### config.mk
export PLATFORM = sky130hd
export DESIGN_NAME = gnr_attractor_ctrl
export DESIGN_NICKNAME = d
export VERILOG_FILES = /design/src/rtl/gnr_attractor_ctrl.sv
export SDC_FILE = /design/constraint.sdc
export NUM_CORES = 1
export LEC_CHECK = 0
export CAP_MARGIN = 30
export CORE_MARGIN = 2
export CORE_UTILIZATION = 50
export DETAILED_ROUTE_END_ITERATION = 8
export DONT_BUFFER_PORTS = 1
export SLEW_MARGIN = 20
export SYNTH_ARGS = -nofsm -noshare
export SYNTH_HDL_FRONTEND = slang
export SYNTH_SLANG_ARGS = --single-unit
### constraint.sdc
create_clock -name clk -period 6.3 [get_ports clk]
set_input_delay 0.945 -clock clk [delete_from_list [all_inputs] [get_ports clk]]
set_output_delay 0.945 -clock clk [all_outputs]
set_load 0.03 [all_outputs]
### src/rtl/gnr_attractor_ctrl.sv
// Floyd cycle detection over a two-phase boolean node bank: finds the
// attractor period (lambda) and the transient length (mu) from a given start.
//
// state  | meaning
// IDLE   | waiting for start
// LOAD   | reload nodes with the captured initial vector
// F_STEP | tortoise and hare strobe (tortoise moves every second pulse)
// F_CMP  | compare s0/s1 for the meeting point
// P_STEP | hare-only step around the cycle
// P_CMP  | compare hare against the meeting point
// R_LOAD | reload nodes for the transient search
// R_ADV  | advance hare by one period
// T_CMP  | compare s0/s1 for the cycle entry
// T_STEP | step both copies
// T_S0   | extra tortoise strobe that restores the pass bit
// DONE   | results valid
module gnr_attractor_ctrl #(
    parameter int N_NODES   = 8,
    parameter int CNT_W     = 16,
    parameter int MAX_STEPS = 1000
) (
    input  logic               clk,
    input  logic               rst_n,
    input  logic               start,
    input  logic [N_NODES-1:0] init_in,
    output logic               busy,
    output logic               done,
    output logic               timeout,
    output logic [CNT_W-1:0]   transient,
    output logic [CNT_W-1:0]   period,
    output logic               reset_nos,
    output logic [N_NODES-1:0] init_state,
    output logic               start_s0,
    output logic               start_s1,
    input  logic [N_NODES-1:0] s0_vec,
    input  logic [N_NODES-1:0] s1_vec
);

    localparam logic [CNT_W-1:0] MAX_C = CNT_W'(MAX_STEPS);
    localparam logic [CNT_W-1:0] ONE_C = CNT_W'(1);
    localparam logic [CNT_W-1:0] TWO_C = CNT_W'(2);

    typedef enum logic [3:0] {
        IDLE, LOAD, F_STEP, F_CMP, P_STEP, P_CMP,
        R_LOAD, R_ADV, T_CMP, T_STEP, T_S0, DONE
    } state_t;

    state_t             state_q, state_d;
    logic [N_NODES-1:0] init_q, init_d;
    logic [N_NODES-1:0] meet_q, meet_d;
    logic [CNT_W-1:0]   hare_q, hare_d;
    logic [CNT_W-1:0]   per_q, per_d;
    logic [CNT_W-1:0]   adv_q, adv_d;
    logic [CNT_W-1:0]   tr_q, tr_d;
    logic [CNT_W-1:0]   period_q, period_d;
    logic [CNT_W-1:0]   transient_q, transient_d;
    logic               timeout_q, timeout_d;

    logic             f_hit, p_hit, t_hit;
    logic [CNT_W-1:0] adv_inc;

    // hare_cnt == 1 is masked: both copies trivially hold f(x0) there
    assign f_hit   = (hare_q >= TWO_C) && (s0_vec == s1_vec);
    assign p_hit   = (s1_vec == meet_q);
    assign t_hit   = (s0_vec == s1_vec);
    assign adv_inc = adv_q + ONE_C;

    always_ff @(posedge clk or negedge rst_n) begin
        if (!rst_n) begin
            state_q <= IDLE;
        end else begin
            state_q <= state_d;
        end
    end

    always_ff @(posedge clk or negedge rst_n) begin
        if (!rst_n) begin
            init_q      <= '0;
            meet_q      <= '0;
            hare_q      <= '0;
            per_q       <= '0;
            adv_q       <= '0;
            tr_q        <= '0;
            period_q    <= '0;
            transient_q <= '0;
            timeout_q   <= 1'b0;
        end else begin
            init_q      <= init_d;
            meet_q      <= meet_d;
            hare_q      <= hare_d;
            per_q       <= per_d;
            adv_q       <= adv_d;
            tr_q        <= tr_d;
            period_q    <= period_d;
            transient_q <= transient_d;
            timeout_q   <= timeout_d;
        end
    end

    always_comb begin
        state_d = state_q;
        unique case (state_q)
            IDLE, DONE: if (start) state_d = LOAD;
            LOAD:       state_d = F_STEP;
            F_STEP:     state_d = F_CMP;
            F_CMP: begin
                if (f_hit)                state_d = P_STEP;
                else if (hare_q == MAX_C) state_d = DONE;
                else                      state_d = F_STEP;
            end
            P_STEP:     state_d = P_CMP;
            P_CMP: begin
                if (p_hit)               state_d = R_LOAD;
                else if (per_q == MAX_C) state_d = DONE;
                else                     state_d = P_STEP;
            end
            R_LOAD:     state_d = R_ADV;
            R_ADV:      if (adv_inc == period_q) state_d = T_CMP;
            T_CMP: begin
                if (t_hit)              state_d = DONE;
                else if (tr_q == MAX_C) state_d = DONE;
                else                    state_d = T_STEP;
            end
            T_STEP:     state_d = T_S0;
            T_S0:       state_d = T_CMP;
            default:    state_d = IDLE;
        endcase
    end

    always_comb begin
        init_d      = init_q;
        meet_d      = meet_q;
        hare_d      = hare_q;
        per_d       = per_q;
        adv_d       = adv_q;
        tr_d        = tr_q;
        period_d    = period_q;
        transient_d = transient_q;
        timeout_d   = timeout_q;
        case (state_q)
            IDLE, DONE: begin
                if (start) begin
                    init_d    = init_in;
                    hare_d    = '0;
                    per_d     = '0;
                    adv_d     = '0;
                    tr_d      = '0;
                    timeout_d = 1'b0;
                end
            end
            F_STEP: hare_d = hare_q + ONE_C;
            F_CMP: begin
                if (f_hit) begin
                    meet_d = s1_vec;
                    per_d  = '0;
                end else if (hare_q == MAX_C) begin
                    timeout_d = 1'b1;
                end
            end
            P_STEP: per_d = per_q + ONE_C;
            P_CMP: begin
                if (p_hit)               period_d  = per_q;
                else if (per_q == MAX_C) timeout_d = 1'b1;
            end
            R_LOAD: begin
                adv_d = '0;
                tr_d  = '0;
            end
            R_ADV:  adv_d = adv_inc;
            T_CMP: begin
                if (t_hit)              transient_d = tr_q;
                else if (tr_q == MAX_C) timeout_d   = 1'b1;
            end
            T_STEP: tr_d = tr_q + ONE_C;
            default: ;
        endcase
    end

    always_comb begin
        reset_nos = (state_q == LOAD) || (state_q == R_LOAD);
        start_s0  = (state_q == F_STEP) || (state_q == T_STEP) || (state_q == T_S0);
        start_s1  = (state_q == F_STEP) || (state_q == P_STEP) ||
                    (state_q == R_ADV)  || (state_q == T_STEP);
        busy      = (state_q != IDLE) && (state_q != DONE);
        done      = (state_q == DONE);
    end

    assign timeout    = timeout_q;
    assign transient  = transient_q;
    assign period     = period_q;
    assign init_state = init_q;

endmodule
==> out/summary.txt, run 1 <==
status = finished clean
buffers added on ports = 0
Die X = 118 um
setup violators final = 0
synthesized flop and latch total = 117
synth unique cells = 63
Slew Viols, Final = 0
cts hold-fix bufs = 0
synthesized area per cell = 9.26 um^2
Post-Synthesis Cells = 700
Placement Setup Slack = 3.37 ns
Fill cells = 1145
Post-Route WL = 15100 um
gpl congestion = 0.838
Worst Tran Pin Value = 0.914 ns
remaining antenna violation count = 0
syn_nets = 735
Antenna Diode Count = 0
flop2flop setup slack = 3.46 ns
Worst-path clk slew = 0.06 ns
Vias/cell = 5.96
clock root cell = clkbuf_16
vias in the first global route = 5112
first-pass GRT wire length = 25900 um
Die Height = 118 um
Power Density = 352 mW/mm^2
reg2reg end = adv_q[9]
unrepaired setup endpoints after global routing = no
Area Overhead vs Synth = 10.2%
Congestion Overflow GR = 0
detailed-route DRC error count = 0
most frequent cells in the layout = 117 x dfrtp_1, 88 x nand2_1, 71 x o21ai_0
# rows = 41
Routed WL per cell = 17.2 um
antenna violations before repair = 0
post-DP HPWL = 10400 um
DR iter-0 viols = 424
overall power = 0.00251 W
Hold Crit Class = primary input to asynchronous set/reset pin
Post-synth EDFFs = 0
synth warn = 0
Async SR Flop Fraction = 100%
sequential area share after synthesis = 45.2%
most common cell after layout, fill and taps aside = dfrtp_1
CP Class = flop to output pin
final std cells w/o fill = 878
Max FO, Critical Path = 20
die area = 0.0139 mm^2
share of cells above drive strength 1 = 12.7%
final worst-path cycle share = 53.0%
GRT Total Usage = 23.1%
endpoints failing hold = 0
WP data required = 5.35 ns
CP arrival = 2.39 ns
Max Freq = 0.300 GHz
CTS Buf Count = 17
final hold slack = 0.213 ns
total core area = 0.0126 mm^2
IO Pins = 73
Initial Utilization = 51.4%
reg2reg start = state_q[0]
Max Clock Skew = 0.00765 ns
H-tree depth = 4
clk sinks = 117
TritonCTS clock tree = yes
nets@finish = 728
DP Cell Count = 846
Max Cap Violations = 0
Clk Latency, worst-skew pair = 0.42 ns
clk buf depth = 2
pin count of the biggest net entering global routing = 118
Crit. End Element = output pin
final worst setup slack = 2.96 ns
drt first pass iters = 7
VDD IR-drop max = 0.000218 V
R2R cell count = 7
vias after detailed routing = 5231
static leakage = 3.15 nW
slew margin rel. = 38.9%
Main synth FF type = dfrtp_1
crit path time final = 3.34 ns
# resized after CTS = 0
Startpoint Class = flop
synthesized area = 0.00648 mm^2
setup tns final = 0 ns
Setup Fix Bufs, Post-CTS = 0
-- metrics by stage --
step	area (um^2)	util [%]
after CTS	7140	56.6
after global placement	6550	51.9
after floorplan	6480	-
final	7140	56.6
after global routing	7140	56.6
after detailed placement	6570	52.1
-- critical path, cell delays in order (launching register included) --
cell     delay (ns)
dfrtp_1        0.70
inv_1          0.24
or3_1          0.41
a21oi_1        0.62
-- cell type report --
class	instances	area (um^2)	share of cell area, %
clock buffers	21	460	6.45
clock inverters	11	108	1.51
inverters	16	60.1	0.841
multi-input cells	537	3350	46.8
flip-flops and latches	117	2930	41.0
well taps	172	215	3.01
repair buffers	4	25.0	0.350
-- power by group --
| part | leakage (nW) | total [W] | internal [W] | switching (W) |
|---|---|---|---|---|
| Combinational | 1.26 | 0.000496 | 0.000188 | 0.000308 |
| Clock | 0.286 | 0.000932 | 0.000595 | 0.000336 |
| Sequential | 1.60 | 0.00108 | 0.000856 | 0.000228 |
-- state kept, by name (all words and copies together) (netlist names) --
name,flops
meet_q,8
state_q,4
per_q,16
tr_q,16
period,16
transient,16
init_state,8
adv_q,16
timeout,1
hare_q,16
-- routing by layer --
| metal | track usage, % | up-vias | wire length (um) |
|---|---|---|---|
| met5 | 0 | - | 0 |
| li1 | - | 2503 | - |
| met4 | 7.98 | 0 | 263 |
| met3 | 6.78 | 21 | 772 |
| met1 | 32.0 | 2580 | 7210 |
| met2 | 34.7 | 127 | 6810 |
-- logic make-up (layout without fill, tap and decap cells) --
group                      Yosys count  count (layout)  share of synthesized area [%]
and+or+nand+nor                    277             277                           21.7
AOI/OAI and AO/OA                  173             173                           16.3
DFF                                117             117                           45.2
buffers and inverters               46              52                           3.20
xor gates and xnor gates            39              39                           5.27
muxes                               39              39                           6.66
adders and majority gates            9               9                           1.70
-- how the worst max path moves through the flow --
stage / cells past startpoint / slack (ns) / end / start
after floorplan: 5 / 3.61 / start_s1 / state_q[0]
after global placement: 4 / 3.45 / start_s1 / state_q[2]
after detailed placement: 4 / 3.37 / period[3] / s1_vec[1]
after CTS: 3 / 2.99 / reset_nos / state_q[1]
after global routing: 3 / 2.87 / reset_nos / state_q[1]
final: 3 / 2.96 / reset_nos / state_q[1]
-- cells in the mapped netlist, types with 13 or more instances --
| library cell | count | area [um^2] |
|---|---|---|
| inv_1 | 16 | 60.1 |
| nor2_1 | 68 | 255 |
| a21oi_1 | 36 | 180 |
| and3_1 | 13 | 81.3 |
| mux2_2 | 33 | 372 |
| dfrtp_1 | 117 | 2930 |
| nand3_1 | 28 | 140 |
| nand2_1 | 88 | 330 |
| nand4_1 | 13 | 81.3 |
| o21ai_0 | 71 | 355 |
| xnor2_1 | 26 | 228 |
| nor3_1 | 13 | 65.1 |
| xor2_1 | 13 | 114 |
| clkbuf_1 | 13 | 48.8 |
No activity file was read; power rests on OpenSTA's default activity.
==> run 2: changes to the inputs <==
Settings changed: PLACE_DENSITY from default to 0.68.
Clock period 6.3 ns to 2.8 ns, I/O delays scaled along.
==> run 2 against run 1 <==
The run now ends with hold timing left. Worst hold slack got worse by 0.52 ns. First-iteration DRC count increased by 5.7%. Die area unchanged. Clock power is 130% higher. Setup slack got worse by 2.8 ns. Core utilization is 1.1 points higher. Sequential cell count unchanged. Sequential power is 120% higher. Design area is 1.9% higher.
==> out/summary.txt, run 2 (synthesis results as in run 1) <==
status = complete, but fails checks
violated checks = hold timing
TritonCTS clock tree = yes
unrepaired setup endpoints after global routing = no
Max FO, Critical Path = 15
CP Class = flop to output pin
Hold Crit Class = primary input to asynchronous set/reset pin
GRT Total Usage = 22.9%
Die X = 118 um
Max Clock Skew = 0.00644 ns
endpoints failing hold = 117
final hold slack = -0.309 ns
Worst-path clk slew = 0.05 ns
clk sinks = 117
post-DP HPWL = 10500 um
DR iter-0 viols = 448
setup violators final = 0
WP data required = 2.38 ns
drt first pass iters = 5
Crit. End Element = output pin
detailed-route DRC error count = 0
M1 WL = 6650 um
Max Freq = 0.386 GHz
static leakage = 3.22 nW
Vias/cell = 5.97
most frequent cells in the layout = 117 x dfrtp_1, 88 x nand2_1, 71 x o21ai_0
H-tree depth = 4
Antenna Diode Count = 0
vias after detailed routing = 5322
slew margin rel. = 55.0%
clk buf depth = 2
setup tns final = 0 ns
overall power = 0.00584 W
nets@finish = 741
DR WL met2 = 7040 um
IO Pins = 73
Post-Route WL = 15000 um
buffers added on ports = 0
clock root cell = clkbuf_16
Clk Latency, worst-skew pair = 0.42 ns
Worst Tran Pin Value = 0.674 ns
final worst-path cycle share = 92.6%
Power Density = 803 mW/mm^2
final worst setup slack = 0.207 ns
Slew Viols, Final = 0
Die Height = 118 um
antenna violations before repair = 0
CP arrival = 2.17 ns
gpl congestion = 0.928
met3 wire length = 900 um
pin count of the biggest net entering global routing = 118
Routed WL per cell = 16.8 um
Congestion Overflow GR = 0
Max Cap Violations = 0
Initial Utilization = 51.4%
share of cells above drive strength 1 = 14.2%
die area = 0.0139 mm^2
Startpoint Class = flop
Top Layer Used = met4
CTS Buf Count = 17
remaining antenna violation count = 0
first-pass GRT wire length = 25700 um
vias in the first global route = 5162
VDD IR-drop max = 0.000464 V
Placement Setup Slack = 0.225 ns
total core area = 0.0126 mm^2
Area Overhead vs Synth = 12.3%
most common cell after layout, fill and taps aside = dfrtp_1
# rows = 41
crit path time final = 2.59 ns
## run 2: cell types whose count changed in the layout (fill, tap and decap cells not counted), sizes merged
cell	before	now
clkbuf	21	25
buf	4	17
clkinv	8	3
clkinvlp	1	2
## run 2: critical path: stages, from the launching register on
cell and delay (ns):
dfrtp_1 0.63, buf_4 0.22, nand2_1 0.14, nor2_1 0.16, nand2_1 0.17, o21ai_0 0.20, buf_4 0.22
## run 2: repair_timing
action | in CTS | in global routing
gates resized for setup | 0 | 0
buffers inserted | 0 | 0
endpoints found under the setup margin | 0 | 0
hold endpoints to repair | 117 | 117
## run 2: area by class of cell
cell class	instances	area, um^2
Clock inverter	7	93.8
Clock buffer	25	505
Fill cell	1144	5340
Multi-Input combinational cell	537	3350
Timing Repair Buffer	17	128
Inverter	16	60.1
Sequential cell	117	2930
Tap cell	172	215
## run 2: through the flow
| stage | cells | util (%) | hold WS, ns | cell area [um^2] |
|---|---|---|---|---|
| after CTS | 891 | 57.7 | -0.319 | 7280 |
| after floorplan | 700 | - | 0.124 | 6480 |
| after global placement | 859 | 52.9 | 0.128 | 6680 |
| after global routing | 891 | 57.7 | -0.324 | 7280 |
| after detailed placement | 859 | 52.9 | 0.130 | 6680 |
| final | 891 | 57.7 | -0.309 | 7280 |
## run 2: worst paths after layout
| check | end | cells after the start | slack (ns) | start |
|---|---|---|---|---|
| max in group asynchronous | period[8] | 0 | 2.87 | rst_n |
| hold reg to reg | hare_q[15] | 1 | 0.50 | hare_q[15] |
| min in group clk | init_state[3] | 2 | 0.11 | init_in[3] |
| setup reg to reg | state_q[1] | 8 | 0.21 | adv_q[0] |
| setup / recovery | start_s1 | 6 | 0.21 | state_q[3] |
| hold / removal | adv_q[9] | 0 | -0.31 | rst_n |
## run 2: layer usage
metal	GRT usage (%)	up-vias
li1	-	2525
met1	30.6	2585
met2	35.1	173
met3	5.91	39
met4	10.0	0
met5	0	-
## run 2: where the power goes
part           switching (W)  total (W)  internal, W
combinational       0.000749    0.00124     0.000495
clock               0.000757    0.00218      0.00142
sequential          0.000488    0.00242      0.00193
